--- src/rtl/fp_norm_pack.sv ---
// rtl/fp_norm_pack.sv - iterative normaliser and IEEE-754 single-precision packer
// One left shift per NORM cycle; overflow saturates to +/-inf, underflow flushes to signed zero.
`timescale 1ns/1ps
module fp_norm_pack #(
  parameter int EXP_W  = 8,
  parameter int FRAC_W = 23
) (
  input  logic                    clk,
  input  logic                    rst_n,
  input  logic                    in_valid,
  output logic                    in_ready,
  input  logic [FRAC_W+1:0]       mag,
  input  logic                    sign,
  input  logic [EXP_W-1:0]        exp_in,
  output logic                    out_valid,
  input  logic                    out_ready,
  output logic [EXP_W+FRAC_W:0]   result,
  output logic                    overflow,
  output logic                    underflow,
  output logic                    zero
);

  localparam int MAG_W = FRAC_W + 2;
  localparam logic [EXP_W-1:0] EXP_MAX = '1;
  localparam logic [EXP_W-1:0] EXP_ONE = EXP_W'(1);

  typedef enum logic [1:0] {S_IDLE, S_NORM, S_DONE} state_t;

  state_t                  r_state;
  logic [MAG_W-1:0]        r_mag;
  logic [EXP_W-1:0]        r_exp;
  logic                    r_sign;
  logic                    r_in_ready;
  logic                    r_out_valid;
  logic [EXP_W+FRAC_W:0]   r_result;
  logic                    r_overflow;
  logic                    r_underflow;
  logic                    r_zero;

  logic [EXP_W-1:0]        w_exp_inc;
  logic [EXP_W+FRAC_W:0]   w_ovf_res;
  logic [EXP_W+FRAC_W:0]   w_unf_res;

  assign w_exp_inc = r_exp + EXP_ONE;
  assign w_ovf_res = {r_sign, EXP_MAX, {FRAC_W{1'b0}}};
  assign w_unf_res = {r_sign, {(EXP_W+FRAC_W){1'b0}}};

  always_ff @(posedge clk or negedge rst_n) begin
    if (!rst_n) begin
      r_state     <= S_IDLE;
      r_mag       <= '0;
      r_exp       <= '0;
      r_sign      <= 1'b0;
      r_in_ready  <= 1'b1;
      r_out_valid <= 1'b0;
      r_result    <= '0;
      r_overflow  <= 1'b0;
      r_underflow <= 1'b0;
      r_zero      <= 1'b0;
    end else begin
      case (r_state)
        S_IDLE: begin
          if (in_valid) begin
            r_mag      <= mag;
            r_sign     <= sign;
            r_exp      <= exp_in;
            r_in_ready <= 1'b0;
            r_state    <= S_NORM;
          end
        end
        S_NORM: begin
          // Every branch except the shift completes the transaction.
          if (r_mag == '0) begin
            r_result    <= '0;
            r_zero      <= 1'b1;
            r_out_valid <= 1'b1;
            r_state     <= S_DONE;
          end else if (r_exp == EXP_MAX) begin
            r_result    <= w_ovf_res;
            r_overflow  <= 1'b1;
            r_out_valid <= 1'b1;
            r_state     <= S_DONE;
          end else if (r_exp == '0) begin
            r_result    <= w_unf_res;
            r_underflow <= 1'b1;
            r_out_valid <= 1'b1;
            r_state     <= S_DONE;
          end else if (r_mag[MAG_W-1]) begin
            if (w_exp_inc == EXP_MAX) begin
              r_result   <= w_ovf_res;
              r_overflow <= 1'b1;
            end else begin
              r_result <= {r_sign, w_exp_inc, r_mag[FRAC_W:1]};
            end
            r_out_valid <= 1'b1;
            r_state     <= S_DONE;
          end else if (r_mag[MAG_W-2]) begin
            r_result    <= {r_sign, r_exp, r_mag[FRAC_W-1:0]};
            r_out_valid <= 1'b1;
            r_state     <= S_DONE;
          end else if (r_exp <= EXP_ONE) begin
            r_result    <= w_unf_res;
            r_underflow <= 1'b1;
            r_out_valid <= 1'b1;
            r_state     <= S_DONE;
          end else begin
            r_mag <= {r_mag[MAG_W-2:0], 1'b0};
            r_exp <= r_exp - EXP_ONE;
          end
        end
        S_DONE: begin
          if (out_ready) begin
            r_out_valid <= 1'b0;
            r_overflow  <= 1'b0;
            r_underflow <= 1'b0;
            r_zero      <= 1'b0;
            r_in_ready  <= 1'b1;
            r_state     <= S_IDLE;
          end
        end
        default: r_state <= S_IDLE;
      endcase
    end
  end

  assign in_ready  = r_in_ready;
  assign out_valid = r_out_valid;
  assign result    = r_result;
  assign overflow  = r_overflow;
  assign underflow = r_underflow;
  assign zero      = r_zero;

endmodule

--- config.mk ---
export PLATFORM = sky130hd
export DESIGN_NAME = fp_norm_pack
export DESIGN_NICKNAME = d
export VERILOG_FILES = /design/src/rtl/fp_norm_pack.sv
export SDC_FILE = /design/constraint.sdc
export NUM_CORES = 1
export LEC_CHECK = 0
export ABC_CLOCK_PERIOD_IN_PS = 3240
export CAP_MARGIN = 30
export CORE_MARGIN = 2
export CORE_UTILIZATION = 53
export CTS_BUF_LIST = sky130_fd_sc_hd__clkbuf_4 sky130_fd_sc_hd__clkbuf_8 sky130_fd_sc_hd__clkbuf_16
export DETAILED_ROUTE_END_ITERATION = 6
export PLACE_DENSITY = 0.9
export SYNTH_ARGS = -nofsm -noshare
export SYNTH_HDL_FRONTEND = slang
export SYNTH_SLANG_ARGS = --single-unit
--- constraint.sdc ---
create_clock -name clk -period 3.24 [get_ports clk]
set_input_delay 0.81 -clock clk [delete_from_list [all_inputs] [get_ports clk]]
set_output_delay 0.81 -clock clk [all_outputs]
set_load 0.05 [all_outputs]
==> impl_metrics.csv <==
group,metric,value,unit
run_status,outcome,"complete, no violations",
drt,num_vias,3502,
power,power_frac_comb,0.563,
power,clockPowerShare,0.138,
drt,route.met2.wl,5.26,mm
synthesis,synthTopCellsByArea,"dfrtp_1 45%, a22o_1 6.7%, mux2_4 6.7%, o2bb2ai_1 5.0%, a22oi_1 4.3%",
die,core.rowCount,31,
sta,rsz0062_at_grt,"no",
power,leakagePower,2.09,nW
clock_network,post_cts_buffers,0,
clock_network,clk_latency,350,ps
finish,final_cell_area,0.00511,mm2
drt,routed.top_layer,"met4",
synthesis,synth_top_area_cell,"dfrtp_1",
synthesis,synth_nets,423,
sta,finalHoldViolations,0,
sta,worst_pin_slew,878,ps
synthesis,synth_most_common_cell,"dfrtp_1",
grt,grt_usage,0.270,
synthesis,netlist.area_leader.share,0.447,
drt,met1Wirelength,4.63,mm
power,power.density,1160,mW/mm2
sta,finalSetupTns,0,ps
die,die_w,91.2,um
job,cap_violations,0,
finish,syn_to_final_growth,27.0,%
die,dieArea,0.00831,mm2
sta,relSlewSlack,0.409,
synthesis,synth_edf_count,0,
power,p_switching,2.73,mW
grt,antenna_found_initial,0,
clock_network,clk_pin_slew,80,ps
synthesis,ys_seq_elements,73,
synthesis,synth_cell_types,53,
setup_path,start_kind,"register",
grt,grt_overflow,0,
finish,fillerInstances,576,
placement,gp_congestion,0.918,
sta,slew_violations,0,
finish,drive_above_1_share,0.147,
synthesis,syn_area_per_cell,10.7,um2
die,core,0.00729,mm2
drt,detail-route-antenna-nets,0,
power,seqPwrFrac,0.299,
synthesis,synthArstFlopShare,1.00,
synthesis,yosysSeqAreaShare,0.454,
synthesis,syn_inst,377,
placement,dpl_cell_area,0.00489,mm2
clock_network,cts_resized,0,
die,ioPinCount,75,
die,start_util,0.552,
clock_network,clk_root_buffer_cell,"clkbuf_8",
sta,setup_viol,0,
sta,fmax,0.365,GHz
setup_path,crit_arrival,3010,ps
power,p_sw_frac,0.462,
clock_network,cts_tree,"yes",
clock_network,numCtsBuffers,9,
power,ir_worst_vdd,0.000564,V
grt,grt_pass1_vias,3411,
worst_hold_path,worstHoldPathType,"in2async",
power,intPower,3.18,mW
clock_network,clock_path_buffers,2,
placement,dp_cells,533,
finish,n_antenna_cell,0,
synthesis,netlist_area,0.00403,mm2
drt,vias_per_cell,6.38,
finish,fin_cells,549,
power,p_total,5.91,mW
synthesis,synth_commonest_cells,"72 x dfrtp_1, 31 x a22o_1, 25 x clkbuf_1, 23 x a22oi_1, 23 x o2bb2ai_1",
setup_path,required,3510,ps
finish,fin_nets,491,
drt,drc,0,
grt,grt_max_degree,45,
grt,grt_pass1_wl,17.6,mm
drt,route.met3.wl,824,um
sta,fin_crit_sh,0.845,
clock_network,cts_sinks,73,
placement,portBuffers,74,
sta,min_period,2740,ps
clock_network,hold_buffers,0,
drt,postRouteWirelength,10.9,mm
setup_path,path_max_fanout,23,
synthesis,yosys_warnings,0,
setup_path,worst-setup-path-type,"reg2reg",
placement,dp_hpwl,7.59,mm
sta,clock_skew,10.3,ps
drt,drt_pre_antenna_iters,6,
die,fp.dieH,91.2,um
drt,routedWlPerCell,19.8,um
synthesis,synth-main-ff-cell,"dfrtp_1",
setup_path,endpoint_kind,"register",
clock_network,h-tree-depth,3,
drt,drtIter0Drc,284,
[power by group through the flow]
stage | clock network [mW] | registers [mW] | logic, mW
4_1_cts | 0.823 | 1.75 | 3.32
3_3_place_gp | 0 | 1.74 | 3.20
5_1_grt | 0.865 | 1.83 | 3.56
3_5_place_dp | 0 | 1.76 | 3.30
6_report | 0.813 | 1.77 | 3.33
2_1_floorplan | 0 | 2.21 | 1.88
[sequential cells by signal, indices dropped and copies added, names as in the netlist]
signal and flops:
r_sign 1, r_exp 8, r_state 2, r_mag 25, result 32, underflow 1, zero 1, in_ready 1
overflow 1, out_valid 1
[path summary, 6_finish.rpt]
path | from | end | slack [ps] | depth (start not counted)
max in group asynchronous | rst_n | result[2] | 2080 | 2
min reg2reg | result[0] | result[0] | 490 | 1
max reg2reg | r_exp[0] | result[12] | 500 | 8
min in group clk | result[0] | result[0] | 490 | 1
min | rst_n | overflow | 490 | 1
max | r_exp[0] | result[12] | 500 | 8
[per-layer routing]
layer | vias to the layer above | GRT usage
li1 | 1602 | -
met1 | 1705 | 0.385
met2 | 176 | 0.421
met3 | 19 | 0.0473
met4 | 0 | 0.0884
met5 | - | 0
[cell usage in the layout, fill, tap and decap left out, types with 4 or more instances in the layout]
cell	n
or2_2	4
dfrtp_1	72
buf_4	12
nor4_1	6
xnor2_1	5
clkdlybuf4s50_1	73
inv_1	10
o21ai_0	17
clkbuf_8	9
a21oi_1	7
o2bb2ai_1	23
ha_1	8
nand4_1	10
a31oi_1	7
nor3_1	13
mux2_4	18
mux2_2	6
a22oi_1	23
nand3_1	8
nand2_1	16
nor2_1	14
o22ai_1	5
a22o_1	31
[stage by stage]
step / setup slack (ps) / hold WS, ps / utilization
after floorplan: 702 / 460 / -
after global placement: 507 / 472 / 0.670
after CTS: 572 / 496 / 0.701
after global routing: 361 / 515 / 0.701
after detailed placement: 400 / 472 / 0.670
final: 503 / 489 / 0.701
[area by class of cell]
class | count | area, um2 | share of cell area
repair buffers | 88 | 866 | 0.169
clock inverters | 7 | 103 | 0.0201
inverters | 10 | 37.5 | 0.00734
flip-flops and latches | 73 | 1830 | 0.357
clock buffers | 9 | 124 | 0.0242
well taps | 99 | 124 | 0.0242
multi-input cells | 263 | 2030 | 0.398
[critical path, stage by stage, from the launching register on]
cell       delay, ps
dfrtp_1          380
buf_4            180
ha_1             290
nand3_1          130
or2_2            270
a21boi_0         750
nand4_1          210
buf_4            280
o2bb2ai_1        170
[cells by family after synthesis]
family / count (synthesis) / share of synthesized area
flip-flops: 73 / 0.454
adder cells (fa/ha/maj): 8 / 0.0249
AND/OR/NAND/NOR: 86 / 0.113
AO/OA/AOI/OAI: 136 / 0.261
XOR/XNOR: 6 / 0.0130
buffers and inverters: 41 / 0.0429
multiplexers: 27 / 0.0913
No activity file was read; power rests on OpenSTA's default activity.
==> patch 1 (config.mk and constraints unchanged) <==
Reset style: synchronous (`rst_n`), changed in one clocked block.
--- a/src/rtl/fp_norm_pack.sv
+++ b/src/rtl/fp_norm_pack.sv
@@ -46,5 +46,5 @@
   assign w_unf_res = {r_sign, {(EXP_W+FRAC_W){1'b0}}};
 
-  always_ff @(posedge clk or negedge rst_n) begin
+  always_ff @(posedge clk) begin
     if (!rst_n) begin
       r_state     <= S_IDLE;
Function: differs if rst_n is asserted again (counterexample within 4 cycles, from zero or initial values and one cycle with rst_n low); with rst_n held inactive, the same outputs for 4 cycles.
==> patch 1 against the original RTL <==
Combinational power fell by 25%. Routed wire length fell by 10%. Sequential cell count did not move. Worst setup slack got worse by 92 ps. Global-route usage fell by 1.6 points. Design area fell by 6.3%. Power fell by 23%. Die area fell by 4.0%. Synthesized area fell by 4.2%. Largest power group unchanged.
==> patch 1: results <==
<?xml version="1.0" encoding="UTF-8"?>
<metrics>
  <group name="status">
    <metric name="run_status" unit="">finished, final reports clean</metric>
  </group>
  <group name="worst_setup_path">
    <metric name="cp_max_fo" unit="">19</metric>
  </group>
  <group name="route">
    <metric name="total_number_of_vias" unit="">3546</metric>
    <metric name="first_iter_violations" unit="">249</metric>
    <metric name="routed_wire_length_per_instance" unit="um">16.45</metric>
    <metric name="totalWireLength" unit="mm">9.741</metric>
  </group>
  <group name="synthesis">
    <metric name="yosys_most_used_dff" unit="">sky130_fd_sc_hd__dfxtp_1</metric>
    <metric name="synth-compound-area-share" unit="">0.2403</metric>
    <metric name="syn_inst" unit="">425</metric>
    <metric name="synth_mux_area_frac" unit="">0.06485</metric>
    <metric name="xor_and_xnor_fraction_of_the_mapped_netlist_area" unit="">0.02043</metric>
    <metric name="yosys.area_share.adder" unit="">0.02594</metric>
    <metric name="postSynthNetCount" unit="">471</metric>
    <metric name="synth_seq_area_share" unit="">0.3787</metric>
    <metric name="ys_top_cells_by_count" unit="">sky130_fd_sc_hd__dfxtp_1 (73), sky130_fd_sc_hd__nand2_1 (47), sky130_fd_sc_hd__nor2_1 (36), sky130_fd_sc_hd__mux2i_1 (25), sky130_fd_sc_hd__nor3_2 (25)</metric>
    <metric name="synth.top_cells.by_area" unit="">sky130_fd_sc_hd__dfxtp_1 (38%), sky130_fd_sc_hd__mux2i_1 (6.5%), sky130_fd_sc_hd__nor3_2 (6.5%), sky130_fd_sc_hd__nand2_1 (4.6%), sky130_fd_sc_hd__a221oi_2 (3.9%)</metric>
    <metric name="async_flop_share" unit="">0</metric>
  </group>
  <group name="cells_and_area">
    <metric name="fillerInstances" unit="">545</metric>
    <metric name="drive_above_1_share" unit="">0.1542</metric>
    <metric name="seq_area" unit="um^2">1463</metric>
    <metric name="finish.net_count" unit="">534</metric>
    <metric name="antenna_cells" unit="">0</metric>
  </group>
  <group name="placement">
    <metric name="gp_congestion" unit="">0.9129</metric>
    <metric name="dp_area" unit="um^2">4617</metric>
    <metric name="place_inst" unit="">576</metric>
    <metric name="pre_cts_ws" unit="ps">454.4</metric>
  </group>
  <group name="global_route">
    <metric name="first_global_vias" unit="">3281</metric>
    <metric name="grt_start_max_net_pins" unit="">39</metric>
  </group>
  <group name="timing">
    <metric name="clock_skew" unit="ps">7.898</metric>
    <metric name="worstMarginPinSlew" unit="ps">640.2</metric>
  </group>
  <group name="power">
    <metric name="vdd_ir_drop_max" unit="mV">0.3730</metric>
    <metric name="static-leakage-power" unit="nW">1.637</metric>
  </group>
  <group name="min_path">
    <metric name="worst_min_delay_path_class" unit="">reg2reg</metric>
  </group>
</metrics>
patch 1: cell count changes in the layout (fill, tap and decap cells not counted), moves of 13 or more:
| cell | delta |
|---|---|
| sky130_fd_sc_hd__dfrtp_1 | -72 |
| sky130_fd_sc_hd__o21ai_1 | +24 |
| sky130_fd_sc_hd__nand2_1 | +31 |
| sky130_fd_sc_hd__dfxtp_1 | +72 |
| sky130_fd_sc_hd__nor2_1 | +22 |
| sky130_fd_sc_hd__a22oi_1 | -23 |
| sky130_fd_sc_hd__a22o_1 | -22 |
| sky130_fd_sc_hd__o2bb2ai_1 | -21 |
| sky130_fd_sc_hd__mux2_4 | -18 |
| sky130_fd_sc_hd__mux2i_1 | +22 |
| sky130_fd_sc_hd__a221oi_1 | +13 |
| sky130_fd_sc_hd__nor3_2 | +25 |
patch 1: metal layers:
layer	routed length [um]	vias up	track usage	share of wire
met1	4340	1700	0.3554	0.45
li1	-	1692	-	-
met4	161	0	0.1058	0.017
met2	4718	140	0.3919	0.48
met3	521	14	0.04063	0.053
met5	0	-	0	0
patch 1: final timing paths:
kind	from	end	slack (ps)
worst min-delay path	result[14]$_SDFFE_PN0P_	result[14]$_SDFFE_PN0P_	450
worst max register to register	r_exp[0]$_SDFFE_PN0P_	r_exp[0]$_SDFFE_PN0P_	410
worst min register to register	result[14]$_SDFFE_PN0P_	result[14]$_SDFFE_PN0P_	450
worst max-delay path	r_exp[0]$_SDFFE_PN0P_	r_exp[0]$_SDFFE_PN0P_	410
patch 1: cells by family after synthesis:
logic type / count (synthesis)
simple gates: 148
compound gates: 121
flops: 73
buf+inv: 41
mux: 25
xor+xnor: 9
fa+ha+maj: 8
patch 1: worst max-delay path: stages, from the launching register on:
cell                       delay [ps]
sky130_fd_sc_hd__dfxtp_1          510
sky130_fd_sc_hd__inv_1            170
sky130_fd_sc_hd__ha_1             300
sky130_fd_sc_hd__or3_4            360
sky130_fd_sc_hd__a311oi_4         430
sky130_fd_sc_hd__a41o_1           380
sky130_fd_sc_hd__buf_4            300
sky130_fd_sc_hd__nor2_1           100
sky130_fd_sc_hd__a211oi_2         200
patch 1: area by class of cell:
class                   instances  share of cell area
clock buffers                  10             0.02742
clock inverters                 6            0.008880
inverters                       7            0.005484
multi-input cells             311              0.4536
flip-flops and latches         73              0.3053
well taps                      99             0.02586
repair buffers                 86              0.1734
patch 1: where the power goes:
group	leakage [nW]	internal [mW]	switching, mW
Sequential	0.597	1.12	0.303
Clock	0.0861	0.287	0.350
Combinational	0.954	0.959	1.54
Total	1.64	2.36	2.19
==> patch 2 (same flow settings) <==
Without the edit above. Set the parameter `FRAC_W` to 27 (it was 23).
--- a/src/rtl/fp_norm_pack.sv
+++ b/src/rtl/fp_norm_pack.sv
@@ -4,5 +4,5 @@
 module fp_norm_pack #(
   parameter int EXP_W  = 8,
-  parameter int FRAC_W = 23
+  parameter int FRAC_W = 27
 ) (
   input  logic                    clk,
Ports: changed (resized mag and result); port bits go from 75 to 83. No check against the original RTL was run, so the function may have changed too.
==> patch 2 against the original RTL <==
Critical path depth down 2. Power up 5.4%. Routed wire length up 22%. Sequential cell count up 8. Synthesized area up 23%. Sequential power up 7%. Design area up 18%. Worst setup slack worse by 270 ps. Via count up 27%.
==> patch 2: results <==
<?xml version="1.0" encoding="UTF-8"?>
<metrics>
  <group name="global_route">
    <metric name="grt_first_pass_wirelength" unit="mm">21.93</metric>
    <metric name="global_route.usage.met1" unit="">0.3762</metric>
    <metric name="grt_util_met2" unit="">0.4374</metric>
    <metric name="grtUsageTotal" unit="">0.2773</metric>
    <metric name="grt_start_max_net_pins" unit="">82</metric>
  </group>
  <group name="worst_setup_path">
    <metric name="critical_path_arrival" unit="ps">3290</metric>
    <metric name="cp_max_fo" unit="">26</metric>
    <metric name="slowest_stage" unit="">sky130_fd_sc_hd__and3_1</metric>
    <metric name="largest_delay_share_family_worst_path" unit="">simple AND/OR/NAND/NOR gates</metric>
    <metric name="ff2ff_setup_slack" unit="ps">240</metric>
    <metric name="highest_cell_delay_on_the_worst_timing_path" unit="ps">850</metric>
  </group>
  <group name="status">
    <metric name="run_status" unit="">finished, final reports clean</metric>
  </group>
  <group name="synthesis">
    <metric name="ys_top_cells_by_count" unit="">sky130_fd_sc_hd__dfrtp_1 (80), sky130_fd_sc_hd__and2_1 (51), sky130_fd_sc_hd__nand2_1 (46), sky130_fd_sc_hd__a21oi_1 (36), sky130_fd_sc_hd__inv_1 (35)</metric>
    <metric name="synth_seq_area_share" unit="">0.4085</metric>
    <metric name="postSynthNetCount" unit="">584</metric>
    <metric name="syn_area_per_cell" unit="um^2">9.297</metric>
    <metric name="synth_cell_type_count" unit="">62</metric>
  </group>
  <group name="route">
    <metric name="detail_route.first_pass.iterations" unit="">5</metric>
    <metric name="routed_wire_length_per_instance" unit="um">18.53</metric>
    <metric name="wl_met1" unit="mm">5.671</metric>
    <metric name="route.met3.wl" unit="um">870</metric>
    <metric name="first_iter_violations" unit="">308</metric>
    <metric name="post_drt_via_cell_ratio" unit="">6.233</metric>
    <metric name="total_number_of_vias" unit="">4444</metric>
  </group>
  <group name="cells_and_area">
    <metric name="drive_above_1_share" unit="">0.08970</metric>
    <metric name="finish.net_count" unit="">648</metric>
    <metric name="number_of_flip_flops_under_the_largest_register_name" unit="">36</metric>
  </group>
  <group name="power">
    <metric name="static-leakage-power" unit="nW">2.506</metric>
    <metric name="vdd_ir_drop_max" unit="mV">0.4980</metric>
  </group>
  <group name="placement">
    <metric name="pre_cts_ws" unit="ps">196.0</metric>
    <metric name="place_inst" unit="">697</metric>
    <metric name="count_of_input_and_output_buffers" unit="">82</metric>
    <metric name="gp_congestion" unit="">1.007</metric>
  </group>
  <group name="timing">
    <metric name="worstMarginPinSlew" unit="ps">948.8</metric>
    <metric name="worst_hold_slack" unit="ps">404.1</metric>
    <metric name="max_freq" unit="MHz">332.9</metric>
    <metric name="clock_skew" unit="ps">14.47</metric>
  </group>
</metrics>
## patch 2: logic make-up (layout without fill, tap and decap cells)
kind of cell / count (synthesis) / in the layout / synth area share
muxes: 33 / 33 / 0.06678
buffers and inverters: 80 / 148 / 0.07787
and+or+nand+nor: 166 / 166 / 0.1797
AOI/OAI and AO/OA: 162 / 162 / 0.2399
adders and majority gates: 8 / 8 / 0.02016
DFF: 81 / 81 / 0.4085
xor gates and xnor gates: 4 / 4 / 0.007058
## patch 2: cell type report
class / count / area (um^2)
Fill cell: 720 / 3132
Multi-Input combinational cell: 373 / 2562
Sequential cell: 81 / 2028
Timing Repair Buffer: 97 / 967.2
Tap cell: 111 / 138.9
Inverter: 36 / 135.1
Clock buffer: 10 / 131.4
Clock inverter: 5 / 57.56
## patch 2: report_power, final
group	internal, mW	leakage [nW]	switching (mW)
clock	0.361	0.0995	0.365
sequential	1.43	1.02	0.476
combinational	1.43	1.38	2.17
total	3.22	2.51	3.01
